**src/rtl/mmio_pkg.sv**
```systemverilog
// Shared definitions for the MEM-stage memory-mapped I/O port:
// register offsets within the 16-byte window, STATUS bit positions,
// the default window base and the window decode helper.
package mmio_pkg;

  // Default base of the 16-byte I/O window (only bits [31:4] matter)
  localparam logic [31:0] DEFAULT_IO_BASE = 32'h1000_0000;

  // Register select values taken from Address[3:2]
  localparam logic [1:0] REG_PORT_OUT = 2'd0;
  localparam logic [1:0] REG_PORT_IN  = 2'd1;
  localparam logic [1:0] REG_STATUS   = 2'd2;
  localparam logic [1:0] REG_TIMER    = 2'd3;

  // STATUS register bit positions
  localparam int ST_IN_CHANGED  = 0;
  localparam int ST_TMR_EXPIRED = 1;

  // True when addr falls inside the 16-byte window starting at base
  function automatic logic isIoAddr(input logic [31:0] addr, input logic [31:0] base);
    return addr[31:4] == base[31:4];
  endfunction

endpackage

```
**src/rtl/mem_stage_mmio_port_sync.sv**
```systemverilog
// Input-port synchronizer: STAGES flops on the asynchronous input,
// followed by a one-flop history register. The change output is high
// whenever the synchronized value differs from the history register.
module port_in_sync #(
  parameter int WIDTH  = 8,
  parameter int STAGES = 2
) (
  input  logic             clk,
  input  logic             reset,
  input  logic [WIDTH-1:0] asyncIn,
  output logic [WIDTH-1:0] syncOut,
  output logic             changed
);

  logic [WIDTH-1:0] syncChain [STAGES];
  logic [WIDTH-1:0] history;

  // Shift the input through the synchronizer chain and remember the last value
  always_ff @(posedge clk) begin
    if (reset) begin
      for (int i = 0; i < STAGES; i++) syncChain[i] <= '0;
      history <= '0;
    end else begin
      syncChain[0] <= asyncIn;
      for (int i = 1; i < STAGES; i++) syncChain[i] <= syncChain[i-1];
      history <= syncChain[STAGES-1];
    end
  end

  assign syncOut = syncChain[STAGES-1];
  assign changed = (syncChain[STAGES-1] != history);

endmodule

```
**src/rtl/mem_stage_mmio_port.sv**
```systemverilog
// MEM-stage memory-mapped I/O port, sitting beside the data RAM.
// Decodes a 16-byte window at IO_BASE holding PORT_OUT, PORT_IN, STATUS
// and a down-counting TIMER, gates RAM stores away from that window and
// muxes I/O read data in front of RAM read data combinationally.
// Optional macro MMIO_IRQ_EN adds a writable interrupt mask in STATUS
// and a registered Irq output.
module mem_stage_mmio_port
  import mmio_pkg::*;
#(
  parameter logic [31:0] IO_BASE       = DEFAULT_IO_BASE,
  parameter int          PORT_IN_WIDTH = 8,
  parameter int          SYNC_STAGES   = 2
) (
  input  logic                     clk,
  input  logic                     reset,
  input  logic [31:0]              Address,
  input  logic [31:0]              WriteData,
  input  logic                     MemWrite,
  input  logic                     MemRead,
  input  logic [31:0]              RamReadData,
  input  logic [PORT_IN_WIDTH-1:0] PortIn,
  output logic                     RamMemWrite,
  output logic [31:0]              ReadData,
`ifdef MMIO_IRQ_EN
  output logic                     Irq,
`endif
  output logic [31:0]              PortOut
);

  logic                     isIo;
  logic [1:0]               regSel;
  logic                     ioWrite;
  logic                     statusRead;
  logic                     timerWrite;
  logic                     unusedAddrBits;

  logic [PORT_IN_WIDTH-1:0] portInSync;
  logic                     inChangeEvt;

  logic [31:0]              portOutReg;
  logic [31:0]              timerCount;
  logic [31:0]              ioRdata;
  logic                     tmrHitZero;
  logic                     inChanged;
  logic                     tmrExpired;
  logic                     inChangedNext;
  logic                     tmrExpiredNext;

`ifdef MMIO_IRQ_EN
  logic [1:0]               irqMask;
  logic                     irqReg;
`endif

  // Byte offset within a word has no meaning for these registers
  assign unusedAddrBits = ^Address[1:0];

  assign isIo       = isIoAddr(Address, IO_BASE);
  assign regSel     = Address[3:2];
  assign ioWrite    = MemWrite & isIo;
  assign statusRead = MemRead & isIo & (regSel == REG_STATUS);
  assign timerWrite = ioWrite & (regSel == REG_TIMER);

  // A store into the window never reaches the RAM
  assign RamMemWrite = MemWrite & ~isIo;
  assign ReadData    = isIo ? ioRdata : RamReadData;
  assign PortOut     = portOutReg;

  port_in_sync #(
    .WIDTH  (PORT_IN_WIDTH),
    .STAGES (SYNC_STAGES)
  ) u_sync (
    .clk     (clk),
    .reset   (reset),
    .asyncIn (PortIn),
    .syncOut (portInSync),
    .changed (inChangeEvt)
  );

  // Register read mux; STATUS shows flag values before any clear-on-read
  always_comb begin
    ioRdata = '0;
    case (regSel)
      REG_PORT_OUT: ioRdata = portOutReg;
      REG_PORT_IN:  ioRdata = 32'(portInSync);
      REG_STATUS: begin
        ioRdata[ST_IN_CHANGED]  = inChanged;
        ioRdata[ST_TMR_EXPIRED] = tmrExpired;
`ifdef MMIO_IRQ_EN
        ioRdata[3:2]            = irqMask;
`endif
      end
      REG_TIMER:    ioRdata = timerCount;
      default:      ioRdata = '0;
    endcase
  end

  // Output port register, loaded by stores to PORT_OUT
  always_ff @(posedge clk) begin
    if (reset) begin
      portOutReg <= '0;
    end else if (ioWrite && (regSel == REG_PORT_OUT)) begin
      portOutReg <= WriteData;
    end
  end

  // The natural 1->0 step expires the timer; a load that cycle pre-empts it
  assign tmrHitZero = (timerCount == 32'd1) & ~timerWrite;

  // Down counter: a store loads it, otherwise it counts toward zero and halts
  always_ff @(posedge clk) begin
    if (reset) begin
      timerCount <= '0;
    end else if (timerWrite) begin
      timerCount <= WriteData;
    end else if (timerCount != 32'd0) begin
      timerCount <= timerCount - 32'd1;
    end
  end

  // Sticky flags: clear-on-read first, then a same-cycle set event wins
  always_comb begin
    inChangedNext  = inChanged;
    tmrExpiredNext = tmrExpired;
    if (statusRead) begin
      inChangedNext  = 1'b0;
      tmrExpiredNext = 1'b0;
    end
    if (inChangeEvt) inChangedNext  = 1'b1;
    if (tmrHitZero)  tmrExpiredNext = 1'b1;
  end

  // Status flag registers
  always_ff @(posedge clk) begin
    if (reset) begin
      inChanged  <= 1'b0;
      tmrExpired <= 1'b0;
    end else begin
      inChanged  <= inChangedNext;
      tmrExpired <= tmrExpiredNext;
    end
  end

`ifdef MMIO_IRQ_EN
  // Interrupt enable mask, written through the STATUS address
  always_ff @(posedge clk) begin
    if (reset) begin
      irqMask <= '0;
    end else if (ioWrite && (regSel == REG_STATUS)) begin
      irqMask <= WriteData[1:0];
    end
  end

  // Registered interrupt: follows the enabled flags one cycle later
  always_ff @(posedge clk) begin
    if (reset) begin
      irqReg <= 1'b0;
    end else begin
      irqReg <= |({tmrExpired, inChanged} & irqMask);
    end
  end

  assign Irq = irqReg;
`endif

endmodule

```
**config.mk**
```make
export PLATFORM = sky130hd
export DESIGN_NAME = mem_stage_mmio_port
export DESIGN_NICKNAME = d
export VERILOG_FILES = /design/src/rtl/mmio_pkg.sv /design/src/rtl/mem_stage_mmio_port_sync.sv /design/src/rtl/mem_stage_mmio_port.sv
export SDC_FILE = /design/constraint.sdc
export NUM_CORES = 1
export LEC_CHECK = 0
export BUFFER_PORTS_ARGS = -buffer_cell sky130_fd_sc_hd__buf_2
export CAP_MARGIN = 20
export CORE_UTILIZATION = 35
export CTS_BUF_LIST = sky130_fd_sc_hd__clkbuf_4
export CTS_CLUSTER_SIZE = 24
export DETAILED_ROUTE_END_ITERATION = 10
export PLACE_DENSITY_LB_ADDON = 0.08
export SLEW_MARGIN = 20
export SYNTH_ARGS = -nofsm -noshare
export SYNTH_HDL_FRONTEND = slang
export SYNTH_SLANG_ARGS = --single-unit
```
**constraint.sdc**
```tcl
create_clock -name clk -period 5.6 [get_ports clk]
set_input_delay 0 -clock clk [delete_from_list [all_inputs] [get_ports clk]]
set_output_delay 0 -clock clk [all_outputs]
set_load 0.005 [all_outputs]
```
# Word-level counts from Yosys, hierarchy flattened
# Memories as Yosys holds them, arrays and structs flattened.
# Index checks and enable logic that the tools add are counted.
# op_classes
n_reduce_logical	6
n_mux	13
n_addsub	1
bitwise	10
eq_ne	6
# op_table
operator	count
$mux 32	3
$pmux 30 s3	1
$eq 32x1->1 const B	1
$reduce_bool 32->1	1
$sub 32x1->32 const B	1
$eq 28x25->1 const B	1
$mux 8	2
$ne 8x8->1	1
$pmux 2 s4	1
$and 1x1->1	6
$mux 1	6
$reduce_bool 2->1	3
$eq 2x2->1 const B	2
$eq 2x1->1 const B	1
$logic_not 2->1	1
$not 1->1	2
$or 1x1->1	2
$logic_and 1x1->1	1
# word_totals
mem_bits_rw	16
output_inout_bits	65
input_bits	108
elab_cells	42
register_bits	74
mem_count	1
# memory_table
name	depth	width	rd	rd_ports_with_merged_regs	write_ports	line	source
u_sync.syncChain	2	8	2	0	2	mem_stage_mmio_port_sync.sv:15	logic [WIDTH-1:0] syncChain [STAGES];

# Depth between registers and ports, before layout
# depth
word_depth	6
depth_mapped	8
mapped_depth_nobuf	7

# Hierarchy
# From an unflattened synthesis, not the netlist that was laid out.
# unflattened
cells_unflattened	588
hier_area_um2	4684.5
# modules_own_cells
mod	area_each_um2	cells_per_inst	seq_area_each_um2	instances
mem_stage_mmio_port	3895.0	519	1321.3	1
port_in_sync	789.5	69	480.5	1

# Worst setup path after synthesis
# OpenSTA, ideal clock, no wires.
# synth_timing
path_type	flip-flop to flip-flop
from	reg timerCount[0]
to	reg timerCount[12]
setup_slack_ns	3.227
t_arrival_ns	2.247
setup_ns	0.125
t_required_ns	5.475
stages_incl_launch_ff	9
path_buffers	1
synth_period_minus_slack_ns	2.373
path_cell_list	dfxtp_1 inv_1 ha_1 nor3b_1 nand3_1 or4_4 o21ai_2 buf_6 a211oi_1
# synth_between
elab_chain_len	3
word_cells_on_any_way	5
classes_between	add/sub (1); mux (2); reduce/logical (2)
# synth_lines
element	line	source
start, declared	mem_stage_mmio_port.sv:41	logic [31:0] timerCount;
start signal, assigned	mem_stage_mmio_port.sv:114	timerCount <= WriteData;
start signal, assigned	mem_stage_mmio_port.sv:116	timerCount <= timerCount - 32'd1;
$sub 32x1->32	mem_stage_mmio_port.sv:116	
$mux 32	mem_stage_mmio_port.sv:115	end else if (timerCount != 32'd0) begin
$mux 32	mem_stage_mmio_port.sv:113	end else if (timerWrite) begin
# Several ways; a longest one is shown, not always the timed one. The select of a mux whose other input is x is not followed.
# A chain may end at the register's enable or synchronous reset.

# Final worst setup path
# layout_timing
from	reg timerCount[0]
to	reg timerCount[28]
# Same word-level chain as after synthesis.

==> impl_metrics.csv <==
group,metric,value,unit
synthesis,synthArstFlopShare,0,%
status,status,"complete, no violations",
clocking,cts_tree,"done",
min_path,worstHoldPathType,"input pin to flop",
drt,drc_errors,0,
placed_design,dpl_worst_slack,2.22,ns
placed_design,io_buffers,170,
critical_path,worstPathCellList,"inv_1, ha_1, nor3b_1, nand3_1, or4_4, o21ai_2, o21ai_0",
floorplanning,placementRows,41,
synthesis,ys_seq_area_share,38.5,%
finish,areaGrowthSynthToFinish,32.4,%
synthesis,yosys_register_bits,90,
floorplanning,core-area,12800,µm²
critical_path,required,5.95,ns
sta,maxSlewHeadroom,27.1,%
drt,via_per_inst,5.21,
finish,antenna_cells,0,
synthesis,synth_edf_count,0,
clocking,clk_pin_slew,0.16,ns
sta,setup-tns-final,0,ns
grt,grt_pass1_wl,23200,µm
job,drv_cap,0,
floorplanning,die_area,13800,µm²
clocking,clockBufferDepth,2,
sta,setup_viol,0,
sta,fin_crit_sh,60.8,%
sta,final_max_slew_viol_count,0,
critical_path,arrival,3.76,ns
clocking,h-tree-depth,3,
drt,dr.pass1.iters,5,
sta,rsz0062_at_grt,"no",
clocking,clock_tree.root_cell,"clkbuf_4",
finish,layout.area.seq,1800,µm²
synthesis,netlist_instances,543,
synthesis,synth_area_per_cell,8.62,µm²
pwr,power_density,309,nW/µm²
pwr,leakage,2.56,nW
floorplanning,chipWidth,118,µm
finish,nets,845,
critical_path,startpoint_type,"flop",
critical_path,crit_fanout,14,
drt,drt_wl_total,14100,µm
placed_design,globalplace.congestion,0.821,
sta,finalHoldViolations,0,
critical_path,critPathCaptureType,"flop",
sta,worst_pin_slew,1.09,ns
clocking,clock_sinks,90,
clocking,clkLatencyLatePin,0.48,ns
synthesis,syn_nets,653,
finish,fillers,1309,
clocking,numCtsBuffers,9,
critical_path,crit_type,"flop to flop",
critical_path,cp_num_cells,7,
drt,ant_nets,0,
floorplanning,die_height,118,µm
finish,drive_above_1_share,28.8,%
grt,antenna_found_initial,0,
sta,period_minus_slack,3.40,ns
grt,grt_max_degree,76,
synthesis,yosys_warnings,0,
floorplanning,io_pins,173,
floorplanning,initial_core_util,36.5,%
sta,max_freq,294,MHz
pwr,ir_drop,177,µV
critical_path,critPathTopFamily,"simple AND/OR/NAND/NOR gates",
synthesis,synthFlopType,"dfxtp_1",
grt,grt_usage,20.6,%
finish,multi_input_area,2710,µm²
min_path,min_path_cells,5,
synthesis,syn-cell-area,4680,µm²
drt,vias,4756,
sta,skew,0.0178,ns
grt,grt_pass1_vias,4580,
critical_path,slowest_delay,0.66,ns
drt,post_drt_wl_per_cell,15.4,µm
synthesis,synth.distinct_cells,58,
placed_design,dp_hpwl,9930,µm
drt,drt_iter0_drc,238,
critical_path,cp_slowest_cell,"or4_4",
critical_path,worst-path-buf-inv,1,
sta,finalWorstSetupSlack,2.20,ns
grt,grt_overflow,0,
critical_path,ff2ff_path_depth,7,
-- layer usage --
metal	wire (µm)	global-route usage, %	up-vias	part of all wire (%)
met2	6930	36.0	141	49
met1	6270	25.5	2220	45
met3	654	4.60	13	4.7
met5	0	0	-	0
li1	-	-	2382	-
met4	201	5.05	0	1.4
-- placed cells by master, fill, tap and decap left out, drive strengths merged, types with 14 or more instances in the layout --
cell type      n
a211oi        14
a21oi         39
a22oi         24
buf          174
dfxtp         90
dlygate4sd3   44
mux2i         39
nand2         17
nor2          96
nor2b         26
nor3          16
nor4          18
-- area by class of cell --
cell class / instances / share of cell area (%)
multi-input combinational: 413 / 43.8
sequential: 90 / 29.1
timing repair buffer: 218 / 21.3
tap: 172 / 3.47
clock buffer: 9 / 1.09
clock inverter: 7 / 1.09
inverter: 3 / 0.182
-- report_power, final --
part | internal, W | total [W] | switching (W)
Sequential | 0.000708 | 0.000793 | 0.0000855
Clock | 0.000105 | 0.000372 | 0.000267
Combinational | 0.000312 | 0.000749 | 0.000436
Total | 0.00113 | 0.00191 | 0.000788
-- registers in the layout, summed over array words and instances, names as in the netlist --
signal,flops
u_sync.syncChain,16
PortOut,32
tmrExpired,1
u_sync.history,8
timerCount,32
inChanged,1
-- Yosys cell counts (all sizes together) (4+ instances only) --
master | number | share of area, %
nor2 | 96 | 7.7
dfxtp | 90 | 38
a21oi | 39 | 4.2
mux2i | 39 | 8.3
nor2b | 26 | 3.5
a22oi | 24 | 3.8
clkbuf | 22 | 1.8
nor4 | 18 | 3.4
nand2 | 17 | 1.4
nor3 | 16 | 1.8
buf | 15 | 2.0
a211oi | 14 | 2.2
nand3 | 13 | 1.5
xnor2 | 13 | 2.4
or4 | 10 | 1.8
nand4 | 9 | 1.2
or3 | 9 | 1.3
xor2 | 9 | 1.7
a31oi | 8 | 1.1
a311oi | 5 | 0.94
o21ai | 5 | 0.61
o311ai | 5 | 0.94
and3 | 4 | 0.53
o211ai | 4 | 0.64
-- cells by family after synthesis --
logic type / after synthesis / synth area share, %
DFF: 90 / 38.5
muxes: 44 / 10.0
buffers and inverters: 40 / 4.06
xor gates and xnor gates: 22 / 4.12
adders and majority gates: 2 / 0.535
and+or+nand+nor: 232 / 26.6
AOI/OAI and AO/OA: 113 / 16.2
-- final timing paths --
path	start	endpoint	slack (ns)
hold reg to reg	u_sync.syncChain[0][0]$_SDFF_PP0_	u_sync.syncChain[0][8]$_SDFF_PP0_	0.46
hold / removal	Address[3]	tmrExpired$_SDFFE_PP0P_	0.11
setup / recovery	timerCount[0]$_SDFFE_PP0P_	timerCount[28]$_SDFFE_PP0P_	2.20
setup reg to reg	timerCount[0]$_SDFFE_PP0P_	timerCount[28]$_SDFFE_PP0P_	2.20
-- tightest hold or removal path, cell delays in order --
cell	delay (ns)
buf_2	0.19
nand2_1	0.08
or4_1	0.12
nand2_1	0.06
a21oi_1	0.10
-- repair_timing --
action,CTS,global route
buffers inserted,0,0
resized for setup,0,0
endpoints found under the hold margin,73,0
hold buffers,44,0
setup endpoints to repair,0,0
-- through the flow --
stage / cells / utilization [%] / hold WS (ns) / total power, W / area, µm²
CTS: 912 / 48.3 / 0.103 / 0.00192 / 6190
global route: 912 / 48.3 / 0.122 / 0.00205 / 6200
detailed placement: 852 / 43.8 / 0.214 / 0.00152 / 5610
floorplan: 543 / - / 0.117 / 0.00132 / 4680
global placement: 852 / 43.8 / 0.208 / 0.00152 / 5610
finish: 912 / 48.3 / 0.109 / 0.00191 / 6200
No activity file was read; power rests on OpenSTA's default activity.
